**config.mk**
```make
export PLATFORM = sky130hd
export DESIGN_NAME = maxpool_snake
export DESIGN_NICKNAME = d
export VERILOG_FILES = /design/src/rtl/maxpool_snake.sv
export SDC_FILE = /design/constraint.sdc
export NUM_CORES = 1
export LEC_CHECK = 0
export CORE_ASPECT_RATIO = 0.5
export CORE_UTILIZATION = 45
export CTS_CLUSTER_DIAMETER = 100
export DETAILED_ROUTE_END_ITERATION = 10
export PLACE_DENSITY = 0.68
export SYNTH_ARGS = -nofsm -noshare
export SYNTH_HDL_FRONTEND = slang
export SYNTH_SLANG_ARGS = --single-unit
```
**constraint.sdc**
```tcl
create_clock -name clk -period 16.1 [get_ports clk]
set_clock_uncertainty 0.1 [all_clocks]
set_input_delay 4.025 -clock clk [delete_from_list [all_inputs] [get_ports clk]]
set_output_delay 4.025 -clock clk [all_outputs]
set_load 0.02 [all_outputs]
```
**src/rtl/maxpool_snake.sv**
```systemverilog
// 2x2 stride-2 max-pool over a snake-ordered activation stream (even rows L->R, odd rows R->L).
// Latency: pooled result registered 1 cycle after the edge accepting the window's last pixel.
// Backpressure: none downstream; upstream stalls by dropping in_valid, and every out_valid must be taken.
//
// Optional build macro MAXPOOL_SIGNED_EN: when defined, all max comparisons are two's-complement
// signed (pre-ReLU layers); when undefined, comparisons are unsigned.
//
// Even rows push horizontal pair maxima onto a small register LIFO. The following odd row arrives
// reversed, so popping the LIFO yields the partner pair of the same columns without any reordering.

module maxpool_snake #(
    parameter int DATA_W   = 8,
    parameter int MAX_SIZE = 256
) (
    input  logic              clk,
    input  logic              rst_n,
    input  logic              en,
    input  logic [7:0]        SIZE_maxpooling_IN,
    input  logic              in_valid,
    input  logic [DATA_W-1:0] in_data,
    output logic              out_valid,
    output logic [DATA_W-1:0] out_data,
    output logic [6:0]        out_col,
    output logic              done,
    output logic              err
);

    localparam int DEPTH = MAX_SIZE / 2;
    localparam int AW    = $clog2(DEPTH);
    localparam int PTR_W = $clog2(DEPTH + 1);

    typedef enum logic [1:0] {
        S_IDLE = 2'd0,
        S_EVEN = 2'd1,
        S_ODD  = 2'd2,
        S_DONE = 2'd3
    } state_t;

    // Max of two activations; signedness selected at build time.
    function automatic logic [DATA_W-1:0] f_max(input logic [DATA_W-1:0] a,
                                                input logic [DATA_W-1:0] b);
`ifdef MAXPOOL_SIGNED_EN
        return ($signed(a) >= $signed(b)) ? a : b;
`else
        return (a >= b) ? a : b;
`endif
    endfunction

    state_t            r_state;
    logic [7:0]        r_size;
    logic [7:0]        r_col_cnt;
    logic [7:0]        r_row_cnt;
    logic [PTR_W-1:0]  r_ptr;
    logic [DATA_W-1:0] r_pair;
    logic [DATA_W-1:0] r_lifo [DEPTH];
    logic              r_out_valid;
    logic [DATA_W-1:0] r_out_data;
    logic [6:0]        r_out_col;
    logic              r_done;
    logic              r_err;

    logic              w_active;
    logic              w_accept;
    logic              w_second;
    logic              w_row_end;
    logic              w_last_row;
    logic              w_size_ok;
    logic              w_push;
    logic [DATA_W-1:0] w_hmax;
    logic [AW-1:0]     w_push_addr;
    logic [AW-1:0]     w_pop_addr;
    logic [DATA_W-1:0] w_popped;

    assign w_active    = (r_state == S_EVEN) || (r_state == S_ODD);
    assign w_accept    = en && in_valid && w_active;
    // Column counter parity marks the second pixel of each scan-order pair.
    assign w_second    = r_col_cnt[0];
    assign w_row_end   = (r_col_cnt == (r_size - 8'd1));
    assign w_last_row  = (r_row_cnt == (r_size - 8'd1));
    assign w_size_ok   = (SIZE_maxpooling_IN != 8'd0) && !SIZE_maxpooling_IN[0];
    assign w_hmax      = f_max(r_pair, in_data);
    assign w_push      = w_accept && w_second && (r_state == S_EVEN);
    assign w_push_addr = r_ptr[AW-1:0];
    assign w_pop_addr  = AW'(r_ptr - PTR_W'(1));
    assign w_popped    = r_lifo[w_pop_addr];

    // LIFO storage: written only by even rows; odd rows read the entry just below the pointer.
    always_ff @(posedge clk) begin
        if (w_push) begin
            r_lifo[w_push_addr] <= w_hmax;
        end
    end

    // Control FSM, counters, pair latch and registered outputs.
    always_ff @(posedge clk or negedge rst_n) begin
        if (!rst_n) begin
            r_state     <= S_IDLE;
            r_size      <= 8'd0;
            r_col_cnt   <= 8'd0;
            r_row_cnt   <= 8'd0;
            r_ptr       <= '0;
            r_pair      <= '0;
            r_out_valid <= 1'b0;
            r_out_data  <= '0;
            r_out_col   <= 7'd0;
            r_done      <= 1'b0;
            r_err       <= 1'b0;
        end else begin
            // Output strobes are single-cycle pulses.
            r_out_valid <= 1'b0;
            r_done      <= 1'b0;
            if (!en) begin
                // Layer disabled: return to a clean idle, wiping any partial frame.
                r_state    <= S_IDLE;
                r_col_cnt  <= 8'd0;
                r_row_cnt  <= 8'd0;
                r_ptr      <= '0;
                r_pair     <= '0;
                r_out_data <= '0;
                r_out_col  <= 7'd0;
                r_err      <= 1'b0;
            end else begin
                case (r_state)
                    S_IDLE: begin
                        // An illegal size parks the block with err set until en drops.
                        if (!r_err) begin
                            if (w_size_ok) begin
                                r_size    <= SIZE_maxpooling_IN;
                                r_col_cnt <= 8'd0;
                                r_row_cnt <= 8'd0;
                                r_ptr     <= '0;
                                r_state   <= S_EVEN;
                            end else begin
                                r_err <= 1'b1;
                            end
                        end
                    end
                    S_EVEN, S_ODD: begin
                        if (in_valid) begin
                            if (!w_second) begin
                                r_pair <= in_data;
                            end else if (r_state == S_EVEN) begin
                                r_ptr <= r_ptr + PTR_W'(1);
                            end else begin
                                r_ptr       <= r_ptr - PTR_W'(1);
                                r_out_valid <= 1'b1;
                                r_out_data  <= f_max(w_hmax, w_popped);
                                r_out_col   <= 7'(w_pop_addr);
                            end

                            if (w_row_end) begin
                                // Row turnaround costs no bubble: next pixel may arrive next edge.
                                r_col_cnt <= 8'd0;
                                r_row_cnt <= r_row_cnt + 8'd1;
                                if (r_state == S_EVEN) begin
                                    r_state <= S_ODD;
                                end else if (w_last_row) begin
                                    r_state <= S_DONE;
                                    r_done  <= 1'b1;
                                end else begin
                                    r_state <= S_EVEN;
                                end
                            end else begin
                                r_col_cnt <= r_col_cnt + 8'd1;
                            end
                        end
                    end
                    S_DONE: begin
                        r_state <= S_DONE;
                    end
                    default: begin
                        r_state <= S_IDLE;
                    end
                endcase
            end
        end
    end

    assign out_valid = r_out_valid;
    assign out_data  = r_out_data;
    assign out_col   = r_out_col;
    assign done      = r_done;
    assign err       = r_err;

endmodule

```
* Yosys cells after proc, flatten, opt, wreduce, memory -nomap -nowiden
Memory sizes are Yosys's and may differ from the RTL's.
Index checks and enable logic that the tools add are counted.
** Word-level totals
- Flip-flop bits (word level) :: 60
- Bits in writable memories :: 1024
- Input bits :: 20
- Output and inout bits :: 18
- Logic and storage cells :: 110
- Memories kept :: 1
** Memory list
- r_lifo :: words 128, bits a word 8, read ports 1, clocked after memory_dff 0, wr ports 1, RTL line 55 : logic [DATA_W-1:0] r_lifo [DEPTH];
** Cells by class
- Add/sub/neg operators :: 5
- Order comparisons :: 2
- Equality and inequality tests :: 17
- Mux-type cells :: 56
- Bitwise gates (word level) :: 1
- Reductions and logical operators :: 17
** Operator list (number)
- $mux 8 :: 23
- $pmux 8 s2 :: 3
- $mux 7 :: 5
- $add 8x1->8 const B :: 3
- $mux 1 :: 17
- $eq 8x8->1 :: 2
- $ge 8x8->1 :: 2
- $reduce_and 4->1 :: 4
- $sub 8x1->8 const B :: 2
- $ne 3x3->1 const B :: 5
- $mux 2 :: 7
- $reduce_and 5->1 :: 2
- $ne 2x1->1 const B :: 4
- $reduce_bool 8->1 :: 1
- $pmux 2 s3 :: 1
- $logic_and 1x1->1 :: 5
- $eq 2x2->1 const B :: 2
- $ne 2x2->1 const B :: 2
- $ne 3x1->1 const B :: 1
- $reduce_and 3->1 :: 1
- $eq 2x1->1 const B :: 1
- $logic_not 2->1 :: 1
- $reduce_or 2->1 :: 1
- $logic_not 1->1 :: 1
- 2 further kinds :: 2

* Logic depth before layout (Yosys ltp)
- Depth in word-level cells :: 9
- Gate-level depth with buffers :: 23

* Least setup slack after synthesis
Ideal clock, no wire load.
- Path type :: in2reg
- Start point :: input port in_data[5]
- End point :: register r_out_data[0], in the netlist out_data[0]
- Arrival :: 8.482 ns
- Data required time :: 15.857 ns
- Slack :: 7.375 ns
- Cell stages on the path :: 17
- Buffers on the path :: 1
- Cells stage by stage :: inv_1 ha_1 o21a_1 o21ai_0 nand2b_1 a21oi_1 a31oi_1 mux2i_1 inv_1 ha_1 a21o_1 a21o_1 a211oi_1 o21a_1 or3_1 buf_1 o221ai_1
** Between the ends
- Word-level cells in the longest chain between the ends :: 9
** Ends and longest elaborated chain
- from (decl) :: RTL line 20 : input logic [DATA_W-1:0] in_data,
- $ge 8x8->1 :: RTL line 45 : return (a >= b) ? a : b;
- $mux 8 :: RTL line 45
- named net w_hmax[1] :: RTL line 69 : logic [DATA_W-1:0] w_hmax;
- $ge 8x8->1 :: RTL line 45
- $mux 8 :: RTL line 45
- $mux 8 :: RTL line 142 : end else if (r_state == S_EVEN) begin
- $mux 8 :: RTL line 140 : if (!w_second) begin
- $mux 8 :: RTL line 139 : if (in_valid) begin
- $mux 8 :: RTL line 123 : case (r_state)
- $mux 8 :: RTL line 112 : if (!en) begin
- to (signal assigned) :: RTL line 147 : r_out_data <= f_max(w_hmax, w_popped);
- to (decl) :: RTL line 57 : logic [DATA_W-1:0] r_out_data;
The timed path passes the listed nets, and every way through them passes these cells. The select of a mux whose other input is x is not followed.
A chain may end at the register's enable or synchronous reset.

* Worst setup path in the final report
- Start point :: input port in_data[4]
- End point :: register r_out_data[1], in the netlist out_data[1]
** Between the ends
- Word-level cells in the longest chain between the ends :: 9
** Ends and longest elaborated chain (RTL line)
- $ge 8x8->1 * :: 45
- $mux 8 * :: 45
- named net w_hmax[1] :: 69
- $ge 8x8->1 :: 45
- $mux 8 * :: 45
- $mux 8 * :: 142
- $mux 8 * :: 140
- $mux 8 * :: 139
- $mux 8 * :: 123
- $mux 8 * :: 112
The timed path passes the listed nets; every way through them passes the cells marked *. The select of a mux whose other input is x is not followed.

==> results_dict.tcl <==
set metrics [dict create \
    htree_levels 3 \
    totalWireLength_um 101000 \
    end_kind "register" \
    finalHoldViolCount 0 \
    rsz0062_at_grt "no" \
    cp.arrival_ns 8.46 \
    r2r_start "r_ptr[1]" \
    die_area_um2 98700 \
    overflow 0 \
    reg2regPathDepth 18 \
    cts_sinks 1083 \
    post_drt_via_cell_ratio 6.02 \
    multiInputGateArea_um2 10900 \
    synthToLayoutAreaGrowth_pct 11.0 \
    vias 22546 \
    grt_use_total_pct 20.6 \
    leakage_nw 15.3 \
    cts_hold_buf 0 \
    num_rows 80 \
    finalCritPeriodShare_pct 49.7 \
    holdWs_ns 0.407 \
    grt_pass1_vias 22117 \
    yosysSeqAreaShare_pct 73.5 \
    min_path_type "register to register" \
    dr.pass1.iters 5 \
    synth_edf_count 1024 \
    start_util_pct 45.7 \
    min_period_ns 8.00 \
    path_clk_slew_ns 0.06 \
    io_pins 38 \
    port_buffers 37 \
    start_kind "input port" \
    critPathCapture "out_data[1]" \
    fp.dieW_um 443 \
    setup-tns-final_ns 0 \
    drc 0 \
    post_cts_buffers 0 \
    ys_dominant_reg_cell "edfxtp_1" \
    placedCellCount 3577 \
    regToRegSetupSlack_ns 9.41 \
    gp_congestion 0.883 \
    syn_nets 2409 \
    worst_pin_slew_ns 1.11 \
    dp.final_hpwl_um 61800 \
    die_y_um 223 \
    finalPower_mw 5.95 \
    antenna_found_initial 1 \
    ctsResizeCount 0 \
    yosysWarnings 0 \
    grt_max_degree 127 \
    reg2reg_to "out_data[1]" \
    nFillCells 7574 \
    routedWlPerCell_um 27.0 \
    crit_start "in_data[4]" \
    async_reset_ff_share_pct 5.45 \
    drive_gt1_share_pct 19.2 \
    clockBufferDepth 3 \
    clock_latency_ns 0.68 \
    grt_first_pass_wirelength_um 150000 \
    syn_inst 2365 \
    pwr_density_cell_nw_per_um2 122 \
    numCtsBuffers 95 \
    synthDistinctLibCells 70 \
    vdd_drop_max_v 0.0000852 \
    initialDrtViolationCount 2958 \
    syn_area_per_cell_um2 18.5 \
    cts_tree "done" \
    antenna_cells 0 \
    ys_ff_latch 1083 \
    clockRootBuffer "clkbuf_16" \
    regArea_um2 32200 \
    cp.required_ns 16.56 \
    drtAntennaViolNets 0 \
    path_class "input port to register" \
    fmax_mhz 125 \
    drv_cap 0 \
    syn-cell-area_um2 43800 \
    max-slew-margin-rel_pct 25.4 \
    finalSetupViolCount 0 \
    path_max_fanout 50 \
    fin_cells 3747 \
    status "finished clean" \
    core-area_um2 95900 \
    slew_violations 0 \
    nets 2447 \
]
==> cell usage in the layout (no fill, tap or decap), types with 6 or more instances in the layout <==
master and count:
and2_1 12, mux2i_1 50, nor3_1 13, nand2_1 207
nand2b_1 12, a21o_1 21, inv_1 22, and3_1 16
dfrtp_1 58, o31ai_1 13, mux2_2 12, nand4_1 13
edfxtp_1 1024, a21oi_1 23, o22ai_1 11, clkbuf_16 96
or3_1 6, a211oi_1 12, nor2b_1 18, clkinv_1 13
clkbuf_1 23, ha_1 23, buf_4 34, mux4_2 255
xnor2_1 14, clkdlybuf4s50_1 36, inv_4 9, a41o_1 7
nand3_1 48, a32oi_1 28, bufinv_16 9, xor2_1 9
clkinv_2 15, o21ai_0 30, nor2_1 176, o221ai_1 8
==> worst min path at each step <==
| stage | start | end | slack [ns] | cells past startpoint |
|---|---|---|---|---|
| after floorplan | r_row_cnt[2] | r_row_cnt[2] | 0.40 | 1 |
| after global placement | out_col[1] | out_col[1] | 0.41 | 2 |
| after detailed placement | out_col[6] | out_col[6] | 0.39 | 2 |
| after CTS | out_col[6] | out_col[6] | 0.41 | 2 |
| after global routing | out_col[6] | out_col[6] | 0.44 | 2 |
| final | out_col[6] | out_col[6] | 0.41 | 2 |
==> per-layer routing <==
layer | share of wire, % | global-route usage, %
met1 | 42 | 30.5
met2 | 46 | 30.9
met3 | 9.5 | 4.65
met4 | 2.5 | 5.64
met5 | 0 | 0
==> layout make-up <==
type	count	area share (%)
Sequential cell	1083	66.3
Multi-Input combinational cell	1119	22.5
Clock buffer	124	5.26
Tap cell	1271	3.27
Timing Repair Buffer	74	1.40
Clock inverter	46	1.06
Inverter	30	0.273
==> power breakdown <==
| group | switching [mW] | total, mW | leakage (nW) | internal [mW] |
|---|---|---|---|---|
| Sequential | 0.0288 | 3.16 | 10.0 | 3.13 |
| Clock | 1.02 | 2.28 | 1.50 | 1.27 |
| Combinational | 0.340 | 0.509 | 3.80 | 0.169 |
| Total | 1.38 | 5.95 | 15.3 | 4.57 |
==> cells by family after synthesis <==
| family | share of synthesized area [%] |
|---|---|
| XOR/XNOR | 0.645 |
| multiplexers | 14.6 |
| AO/OA/AOI/OAI | 3.25 |
| AND/OR/NAND/NOR | 5.68 |
| adder cells (fa/ha/maj) | 0.685 |
| flip-flops | 73.5 |
| buffers and inverters | 1.64 |
==> critical path, cell delays in order <==
cell             delay [ns]
clkdlybuf4s50_1        0.51
inv_1                  0.08
ha_1                   0.29
o21a_1                 0.13
o21ai_0                0.07
nand2b_1               0.08
a21oi_1                0.07
a31oi_1                0.81
mux2i_1                0.33
inv_4                  0.52
ha_1                   0.33
a21o_1                 0.16
a21o_1                 0.17
a211oi_1               0.22
o21a_1                 0.17
o21ai_1                0.21
o221ai_1               0.28
==> cells in the mapped netlist, drive strengths merged (13+ instances only) <==
cell    number  area [um2]
nor2       177         664
mux2i       50         500
inv         30         113
nand4       13        81.3
mux4       255        5740
xnor2       15         131
edfxtp    1024       30700
nand2b      13        88.8
dfrtp       59        1480
and3        16         100
nor2b       18         113
and2        14        87.6
o21ai       35         179
a32oi       28         245
clkbuf      71         267
ha          24         300
o31ai       14         110
a21o        21         158
buf         62         342
nand3       50         250
nor3        16        85.1
a21oi       24         131
nand2      209         792
==> sequential cells by signal, summed over array words and instances, names as in the netlist <==
name,count
out_valid,1
r_lifo,1024
r_col_cnt,8
r_size,8
r_row_cnt,8
out_data,8
err,1
done,1
r_ptr,7
r_pair,8
out_col,7
r_state,2
==> stage by stage <==
stage	area, um2	setup WS [ns]	utilization, %
after floorplan	43800	7.37	-
after global placement	45600	7.53	47.5
after detailed placement	45600	7.49	47.5
after CTS	48600	8.18	50.7
after global routing	48600	7.76	50.7
final	48600	8.10	50.7
No activity file was read; power rests on OpenSTA's default activity.
